**config.mk**
```make
export PLATFORM = sky130hd
export DESIGN_NAME = dual_stream_aligner
export DESIGN_NICKNAME = d
export VERILOG_FILES = /design/src/rtl/dual_stream_aligner.sv
export SDC_FILE = /design/constraint.sdc
export NUM_CORES = 1
export LEC_CHECK = 0
export BUFFER_PORTS_ARGS = -buffer_cell sky130_fd_sc_hd__buf_2
export CORE_MARGIN = 5
export CORE_UTILIZATION = 50
export DETAILED_ROUTE_END_ITERATION = 12
export HOLD_SLACK_MARGIN = 0.1
export PLACE_DENSITY = 0.66
export REMOVE_ABC_BUFFERS = 1
export SLEW_MARGIN = 20
export SYNTH_ARGS = -nofsm -noshare
export SYNTH_HDL_FRONTEND = slang
export SYNTH_SLANG_ARGS = --single-unit
```
**constraint.sdc**
```tcl
create_clock -name i_clk -period 6.6 [get_ports i_clk]
set_clock_uncertainty 0.2 [all_clocks]
set_input_delay 1.98 -clock i_clk [delete_from_list [all_inputs] [get_ports i_clk]]
set_output_delay 1.98 -clock i_clk [all_outputs]
set_load 0.005 [all_outputs]
```
**src/rtl/dual_stream_aligner.sv**
```systemverilog
// dual_stream_aligner
//   Buffers a master and a slave pixel stream in two independent FIFOs and
//   emits them as aligned pairs: the n-th master pixel of a frame is always
//   output together with the n-th slave pixel of that frame.
//
// Ports
//   i_clk, i_rst            clock (rising edge), async active-high reset
//   i_h_aync_m/i_v_aync_m   master line-valid / frame-valid
//   i_data_m                master pixel
//   i_h_aync_s/i_v_aync_s   slave line-valid / frame-valid
//   i_data_s                slave pixel
//   o_h_aync                aligned pair valid
//   o_v_aync                aligned frame valid (high in RUN and DRAIN)
//   o_data_m/o_data_s       aligned pair, zero when o_h_aync is low
//   o_err                   sticky: [0] FIFO overflow, [1] frame length mismatch
//   o_fill_m/o_fill_s       FIFO occupancy, only with FILL_LEVEL_EN defined
//
// Optional feature macro: FILL_LEVEL_EN
module dual_stream_aligner #(
  parameter int P_DATA_WIDTH = 8,
  parameter int P_FIFO_DEPTH = 16,
  parameter int P_ADDR_WIDTH = 4
) (
  input  logic                    i_clk,
  input  logic                    i_rst,
  input  logic                    i_h_aync_m,
  input  logic                    i_v_aync_m,
  input  logic [P_DATA_WIDTH-1:0] i_data_m,
  input  logic                    i_h_aync_s,
  input  logic                    i_v_aync_s,
  input  logic [P_DATA_WIDTH-1:0] i_data_s,
  output logic                    o_h_aync,
  output logic                    o_v_aync,
  output logic [P_DATA_WIDTH-1:0] o_data_m,
  output logic [P_DATA_WIDTH-1:0] o_data_s,
  output logic [1:0]              o_err
`ifdef FILL_LEVEL_EN
  ,
  output logic [P_ADDR_WIDTH:0]   o_fill_m,
  output logic [P_ADDR_WIDTH:0]   o_fill_s
`endif
);

  typedef enum logic [1:0] {ST_IDLE, ST_RUN, ST_DRAIN} state_t;

  localparam logic [P_ADDR_WIDTH:0] PTR_ONE = {{P_ADDR_WIDTH{1'b0}}, 1'b1};

  state_t                    state_q, state_d;
  logic [P_DATA_WIDTH-1:0]   mem_m_q [P_FIFO_DEPTH];
  logic [P_DATA_WIDTH-1:0]   mem_s_q [P_FIFO_DEPTH];
  // Pointers carry one extra MSB so full and empty can be told apart.
  logic [P_ADDR_WIDTH:0]     wr_m_q, wr_m_d, rd_m_q, rd_m_d;
  logic [P_ADDR_WIDTH:0]     wr_s_q, wr_s_d, rd_s_q, rd_s_d;
  // Write pointers captured on DRAIN entry: entries below the mark belong to
  // the frame being drained, entries above it to the next frame.
  logic [P_ADDR_WIDTH:0]     mark_m_q, mark_m_d, mark_s_q, mark_s_d;
  logic                      h_q;
  logic [P_DATA_WIDTH-1:0]   data_m_q, data_s_q;
  logic [1:0]                err_q, err_d;

  logic empty_m, empty_s, full_m, full_s;
  logic old_m, old_s, avail_m, avail_s, pop;
  logic req_m, req_s, wr_m, wr_s, ovf;
  logic flush_m, flush_s;

  always_comb begin
    empty_m = (wr_m_q == rd_m_q);
    empty_s = (wr_s_q == rd_s_q);
    full_m  = (wr_m_q[P_ADDR_WIDTH] != rd_m_q[P_ADDR_WIDTH]) &&
              (wr_m_q[P_ADDR_WIDTH-1:0] == rd_m_q[P_ADDR_WIDTH-1:0]);
    full_s  = (wr_s_q[P_ADDR_WIDTH] != rd_s_q[P_ADDR_WIDTH]) &&
              (wr_s_q[P_ADDR_WIDTH-1:0] == rd_s_q[P_ADDR_WIDTH-1:0]);
    old_m   = (rd_m_q != mark_m_q);
    old_s   = (rd_s_q != mark_s_q);
    // While draining only the old frame may pair, so new-frame pixels that
    // arrive early never get matched with the old frame's leftovers.
    avail_m = (state_q == ST_DRAIN) ? old_m : !empty_m;
    avail_s = (state_q == ST_DRAIN) ? old_s : !empty_s;
    pop     = avail_m && avail_s;
    req_m   = i_h_aync_m && i_v_aync_m;
    req_s   = i_h_aync_s && i_v_aync_s;
    // A full FIFO still takes a pixel if a slot frees up on the same edge.
    wr_m    = req_m && (!full_m || pop);
    wr_s    = req_s && (!full_s || pop);
    ovf     = (req_m && !wr_m) || (req_s && !wr_s);
  end

  always_comb begin
    state_d  = state_q;
    mark_m_d = mark_m_q;
    mark_s_d = mark_s_q;
    flush_m  = 1'b0;
    flush_s  = 1'b0;
    case (state_q)
      ST_IDLE: if (pop) state_d = ST_RUN;
      ST_RUN: begin
        if (!i_v_aync_m && !i_v_aync_s) begin
          state_d  = ST_DRAIN;
          mark_m_d = wr_m_d;
          mark_s_d = wr_s_d;
        end
      end
      ST_DRAIN: begin
        // One side ran out of old entries: drop the other side's surplus.
        if (!old_m || !old_s) begin
          state_d = ST_IDLE;
          flush_m = old_m;
          flush_s = old_s;
        end
      end
      default: state_d = ST_IDLE;
    endcase
  end

  always_comb begin
    wr_m_d = wr_m ? wr_m_q + PTR_ONE : wr_m_q;
    wr_s_d = wr_s ? wr_s_q + PTR_ONE : wr_s_q;
    rd_m_d = flush_m ? mark_m_q : (pop ? rd_m_q + PTR_ONE : rd_m_q);
    rd_s_d = flush_s ? mark_s_q : (pop ? rd_s_q + PTR_ONE : rd_s_q);
    err_d  = err_q | {flush_m || flush_s, ovf};
  end

  always_ff @(posedge i_clk or posedge i_rst) begin
    if (i_rst) begin
      state_q  <= ST_IDLE;
      wr_m_q   <= '0;
      rd_m_q   <= '0;
      wr_s_q   <= '0;
      rd_s_q   <= '0;
      mark_m_q <= '0;
      mark_s_q <= '0;
      h_q      <= 1'b0;
      data_m_q <= '0;
      data_s_q <= '0;
      err_q    <= '0;
    end else begin
      state_q  <= state_d;
      wr_m_q   <= wr_m_d;
      rd_m_q   <= rd_m_d;
      wr_s_q   <= wr_s_d;
      rd_s_q   <= rd_s_d;
      mark_m_q <= mark_m_d;
      mark_s_q <= mark_s_d;
      h_q      <= pop;
      data_m_q <= pop ? mem_m_q[rd_m_q[P_ADDR_WIDTH-1:0]] : '0;
      data_s_q <= pop ? mem_s_q[rd_s_q[P_ADDR_WIDTH-1:0]] : '0;
      err_q    <= err_d;
    end
  end

  // Storage needs no reset; the pointers define what is valid.
  always_ff @(posedge i_clk) begin
    if (wr_m) mem_m_q[wr_m_q[P_ADDR_WIDTH-1:0]] <= i_data_m;
    if (wr_s) mem_s_q[wr_s_q[P_ADDR_WIDTH-1:0]] <= i_data_s;
  end

  assign o_h_aync = h_q;
  assign o_v_aync = (state_q != ST_IDLE);
  assign o_data_m = data_m_q;
  assign o_data_s = data_s_q;
  assign o_err    = err_q;

`ifdef FILL_LEVEL_EN
  logic [P_ADDR_WIDTH:0] fill_m_q, fill_s_q;

  always_ff @(posedge i_clk or posedge i_rst) begin
    if (i_rst) begin
      fill_m_q <= '0;
      fill_s_q <= '0;
    end else begin
      fill_m_q <= wr_m_d - rd_m_d;
      fill_s_q <= wr_s_d - rd_s_d;
    end
  end

  assign o_fill_m = fill_m_q;
  assign o_fill_s = fill_s_q;
`endif

endmodule

```
==> metrics.txt, run 1 <==
# setup viols final 0; Netlist cell types 50; DIE WIDTH 167 um; die height 167 um; post-CTS setup buffer count 0; design area 13900 sq um; clk sinks 307; Crit-path slowest cell dfrtp_1; Crit path required time 4.42 ns; Min-Delay Path Class reg2reg; via count 5853; max_cap viols 0; area grow syn2layout 12.9%; first-pass GRT wire length 37500 um; fmax 0.280 GHz; CTS Buffer Depth 3; Ys Warns 0; Tot Pwr 0.00606 W; CP Cell Sequence or2_2 -> buf_2; dpl cell area 12900 sq um; ys async rst share 16.6%; drt first pass iters 5; register area share after synthesis 72.6%; number of synthesized flops with an enable pin 256; Post-synth top cells edfxtp_1 (256), mux4_2 (79), dfrtp_1 (51), nor2_1 (32), clkbuf_1 (17); Area contributors post-synth edfxtp_1 (62%), mux4_2 (14%), dfrtp_1 (10%), xor2_1 (1.1%), ha_1 (1.0%); I/O Buffers 41; Post-Syn Instances 623; CTS root buf clkbuf_16; GRT Util Overall 17.3%; Cell Pwr Density 435 nW/um^2; Mean Syn Cell Area 19.8 sq um; Worst-Margin Slew 0.878 ns; Crit. End Element output port; synthesized flop and latch total 307; largest area contributor in the netlist edfxtp_1; max-slew violations 0; met3 Use GR 2.64%; area share of the largest cell type after synthesis 62.3%; layout cells sized above 1 29.6%; Final Cycle Share 54.1%; Starting DRT DRC Count 425; Die Area 27900 sq um; Wirelength per Cell 23.4 um; initial antenna violation count 0; register area 8970 sq um; Worst setup SP type flip-flop; hold-fix buffer count after cts 0; number of diodes 0; Main synth FF type edfxtp_1; CP Buf/Inv Count 1; htree depth 1; outcome completed; CTS buffer count 30; critical path class reg2out; cell with the most instances after synthesis edfxtp_1; GR met2 Demand/Resource 30.6%; combined area of the multi-input logic cells 3230 sq um; Antenna Nets Post-Route 0; delay-heaviest family, CP flip-flops; # fillers 1781; vias in the first global route 6282; Pleak 4.74 nW; IO Pins 42; RSZ-0062 raised after global routing no; Final HPWL DP 15400 um; TNS Setup 0 ns; Tmin final 3.57 ns; Core ar. 24300 sq um; slowest stage delay, CP 0.42 ns; CP arrival 1.39 ns; post_cts resized 0; CP max FO 5; drt drc 0; GPL Wtd Cong 0.785; Hold Violations, Final 0; Syn Std Cell Area 12300 sq um; final core occ 57.3%; met1 Usage GRT 23.1%; site row count 57; GR peak layer met2; Vias per Instance 5.74; Clock transition at path regs 0.06 ns; largest net degree at the start of global routing 52; final WL 23900 um; TritonCTS clock tree done; Clock Latency Late Sink 0.54 ns; final net count 703; peak supply drop 208 uV; total global routing overflow 0; initial core utilization 50.7%; Slew headroom 41.3%
## per-layer routing
metal	share of wire (%)	wire [um]
met1	41	9820
met2	53	12700
met3	4.0	966
met4	1.7	417
met5	0	0
## cell families (layout without fill, tap and decap cells)
kind of cell,Yosys count,after routing,synth area share [%]
AO/OA/AOI/OAI,31,31,2.07
flip-flops,307,307,72.6
adder cells (fa/ha/maj),10,10,1.01
buffers and inverters,44,116,1.59
XOR/XNOR,28,28,1.99
AND/OR/NAND/NOR,109,109,4.77
multiplexers,94,94,15.9
## flip-flops by register name, indices dropped and copies added (netlist names)
signal,cells
mem_m_q,128
rd_s_q,5
state_q,2
o_data_m,8
o_data_s,8
wr_m_q,5
mark_m_q,5
o_err,2
mem_s_q,128
mark_s_q,5
wr_s_q,5
rd_m_q,5
o_h_aync,1
## worst register-to-register path, delay by kind of cell (launching register included)
kind | cells | cell delay (ns)
xor+xnor | 1 | 0.23
simple gates | 3 | 1.10
flops | 1 | 0.89
compound gates | 2 | 0.60
## stage by stage
| stage | setup WS, ns | cells | hold WS, ns |
|---|---|---|---|
| 3_5_place_dp | 2.47 | 963 | 0.268 |
| 3_3_place_gp | 2.56 | 963 | 0.260 |
| 5_1_grt | 2.94 | 1019 | 0.298 |
| 2_1_floorplan | 2.61 | 592 | 0.254 |
| 4_1_cts | 2.83 | 1019 | 0.286 |
| 6_report | 3.03 | 1019 | 0.281 |
## cells in the final DEF (no fill, tap or decap), types with 6 or more instances in the layout
cell / netlist / layout
edfxtp_1: 256 / 256
mux2_2: 9 / 9
nor3_2: 0 / 8
buf_2: 10 / 41
xnor2_1: 12 / 12
nand4_1: 10 / 10
nand2_1: 9 / 9
clkbuf_1: 17 / 8
xor2_1: 16 / 16
buf_4: 1 / 6
dfrtp_1: 51 / 49
and2_1: 16 / 16
mux4_2: 79 / 79
clkbuf_16: 0 / 31
inv_1: 12 / 11
nor2_1: 32 / 32
and3_1: 7 / 7
ha_1: 10 / 10
o21ai_0: 6 / 6
## layout make-up
class | instances | area share [%]
sequential | 307 | 64.4
inverter | 13 | 0.350
multi-input combinational | 272 | 23.2
tap | 324 | 2.91
clock buffer | 44 | 6.28
clock inverter | 12 | 1.14
timing repair buffer | 47 | 1.80
## where the power goes
group	internal (W)	total (W)	switching (W)
Clock	0.00107	0.00175	0.000685
Combinational	0.000862	0.00169	0.000827
Sequential	0.00235	0.00261	0.000263
Total	0.00428	0.00606	0.00177
## final timing paths
path	from	depth (start not counted)	slack, ns	to
min reg2reg	o_err[1]	1	0.28	o_err[1]
max reg2reg	rd_m_q[2]	6	3.20	mem_m_q[4][2]
max	state_q[1]	2	3.03	o_v_aync
min	o_err[1]	1	0.28	o_err[1]
max in group asynchronous	i_rst	3	4.22	rd_m_q[0]
min in group asynchronous	i_rst	3	1.43	o_data_s[7]
Note: power is estimated with default switching activity, not from simulation.
==> run 2: changes to the inputs <==
ABC_AREA = 1   (was default)
PLACE_DENSITY = 0.69   (was 0.66)
clock period = 3.1 ns   (was 6.6 ns; I/O delays follow)
==> metrics.txt, run 2 <==
reg2reg setup slack 0.30 ns; GPL Wtd Cong 0.863; CTS root buf clkbuf_16; total global routing overflow 0; layout cells sized above 1 11.4%; Wirelength per Cell 20.2 um; CTS buffer count 31; CP Cell Sequence inv_4 -> nand2_1 -> nand2_1 -> nor2_1 -> nand3_1 -> nand3_4 -> nand3_4 -> nand2_2 -> inv_2 -> nand2_1 -> nor2_1; area share of the largest cell type after synthesis 60.1%; first-pass GRT wire length 46300 um; most used cell, CP nand2_1; Crit path required time 3.08 ns; Die Area 28900 sq um; post_cts resized 0; synthesized flop and latch total 307; Cell Pwr Density 961 nW/um^2; commonest non-fill, non-tap cells in the layout nand2_1 (321), edfxtp_1 (256), a21oi_1 (89); Clock Latency Late Sink 0.55 ns; via count 8425; max-slew violations 0; post-CTS setup buffer count 0; CP startpoint rd_s_q[2]; Starting DRT DRC Count 1153; Post-Syn Instances 1071; Final HPWL DP 18900 um; final core occ 56.6%; Tot Pwr 0.0137 W; Final Cycle Share 90.2%; # setup viols final 0; CP max FO 9; CTS Buffer Depth 3; drt first pass iters 6; dpl cell area 13300 sq um; CP arrival 2.78 ns; Min-Delay Path Class in2async; RSZ-0062 raised after global routing no; final net count 1146; Clock transition at path regs 0.06 ns; CP Buf/Inv Count 2; vias in the first global route 7980; fmax 0.358 GHz; drt drc 0; Vias per Instance 5.75; Post-synth top cells nand2_1 (321), edfxtp_1 (256), a21oi_1 (89), nor2_1 (60), dfrtp_1 (51); IO Pins 42; number of synthesized flops with an enable pin 256; DIE WIDTH 170 um; GRT Util Overall 20.3%; slowest stage delay, CP 0.59 ns; TritonCTS clock tree done; TNS Setup 0 ns; peak supply drop 600 uV; RR Startpoint rd_s_q[2]; Area contributors post-synth edfxtp_1 (60%), dfrtp_1 (10%), nand2_1 (9.4%), a21oi_1 (3.5%), a32o_1 (3.1%); I/O Buffers 41; Ys Warns 0; ys async rst share 16.6%; RR Endpoint mem_s_q[2][2]; site row count 58; Tmin final 2.80 ns; Crit. End Element flip-flop; largest net degree at the start of global routing 69; design area 14300 sq um; die height 170 um; initial antenna violation count 0; Hold Violations, Final 0; Worst setup SP type flip-flop; Slew headroom 50.1%; outcome completed; register area share after synthesis 70.1%; critical path class reg2reg; hold-fix buffer count after cts 0; commonest non-fill, non-tap cell in the layout nand2_1; cell with the most instances after synthesis nand2_1; final WL 29500 um; Pleak 5.34 nW; number of diodes 0; Crit-path slowest cell nor2_1; initial core utilization 50.8%; Mean Syn Cell Area 11.9 sq um; Worst-Margin Slew 0.746 ns; Core ar. 25200 sq um; htree depth 1; Syn Std Cell Area 12800 sq um; Worst R2R Path Depth 11; area grow syn2layout 11.5%; max_cap viols 0; Main synth FF type edfxtp_1; Antenna Nets Post-Route 0; delay-heaviest family, CP simple AND/OR/NAND/NOR gates; Netlist cell types 35; largest area contributor in the netlist edfxtp_1; clk sinks 307
run 2: cell count changes after synthesis, sizes merged, moves of 10 or more:
cell   delta
a21oi    +84
nand4    -10
nand3    +41
a22oi    +25
a32o     +39
mux2     -11
mux4     -80
inv      +33
nand2   +316
buf      +23
nor2     +29
run 2: where the power goes:
| group | switching, W | total, W | internal (W) |
|---|---|---|---|
| Clock | 0.00150 | 0.00354 | 0.00204 |
| Sequential | 0.000318 | 0.00530 | 0.00498 |
| Combinational | 0.00325 | 0.00487 | 0.00162 |
| Total | 0.00507 | 0.0137 | 0.00864 |
run 2: per-layer routing:
metal | wire [um] | up-vias | track usage [%]
li1 | - | 3890 | -
met1 | 13600 | 4079 | 32.3
met2 | 13000 | 403 | 29.9
met3 | 2340 | 53 | 2.86
met4 | 637 | 0 | 4.34
met5 | 0 | - | 0
run 2: cell families (layout without fill, tap and decap cells):
kind of cell               after synthesis  in the layout  share of synthesized area [%]
xor gates and xnor gates                15             15                           1.03
AOI/OAI and AO/OA                      192            192                           10.0
DFF                                    307            307                           70.1
buffers and inverters                   99            164                           3.51
adders and majority gates               10             10                          0.979
and+or+nand+nor                        448            448                           14.4
run 2: how the worst max path moves through the flow:
stage | depth (start not counted) | slack, ns | to
finish | 11 | 0.30 | mem_s_q[2][2]
global placement | 7 | 0.35 | mem_m_q[9][1]
detailed placement | 7 | 0.29 | mem_s_q[2][0]
CTS | 11 | 0.30 | mem_s_q[2][4]
floorplan | 11 | -0.50 | mem_m_q[12][0]
global route | 11 | 0.1 | mem_s_q[2][2]
run 2: stage by stage:
stage,setup WS (ns),instances,hold slack [ns]
finish,0.304,1466,0.173
global route,0.0951,1466,0.210
CTS,0.304,1466,0.182
floorplan,-0.501,1019,0.256
detailed placement,0.290,1411,0.262
global placement,0.346,1411,0.259
run 2: area by class of cell:
cell class                 count  area [sq um]
inverter                      47           186
multi-input combinational    665          3370
timing repair buffer          62           363
tap                          330           413
clock inverter                10          82.6
sequential                   307          8970
fill                        2031         10900
clock buffer                  45           878
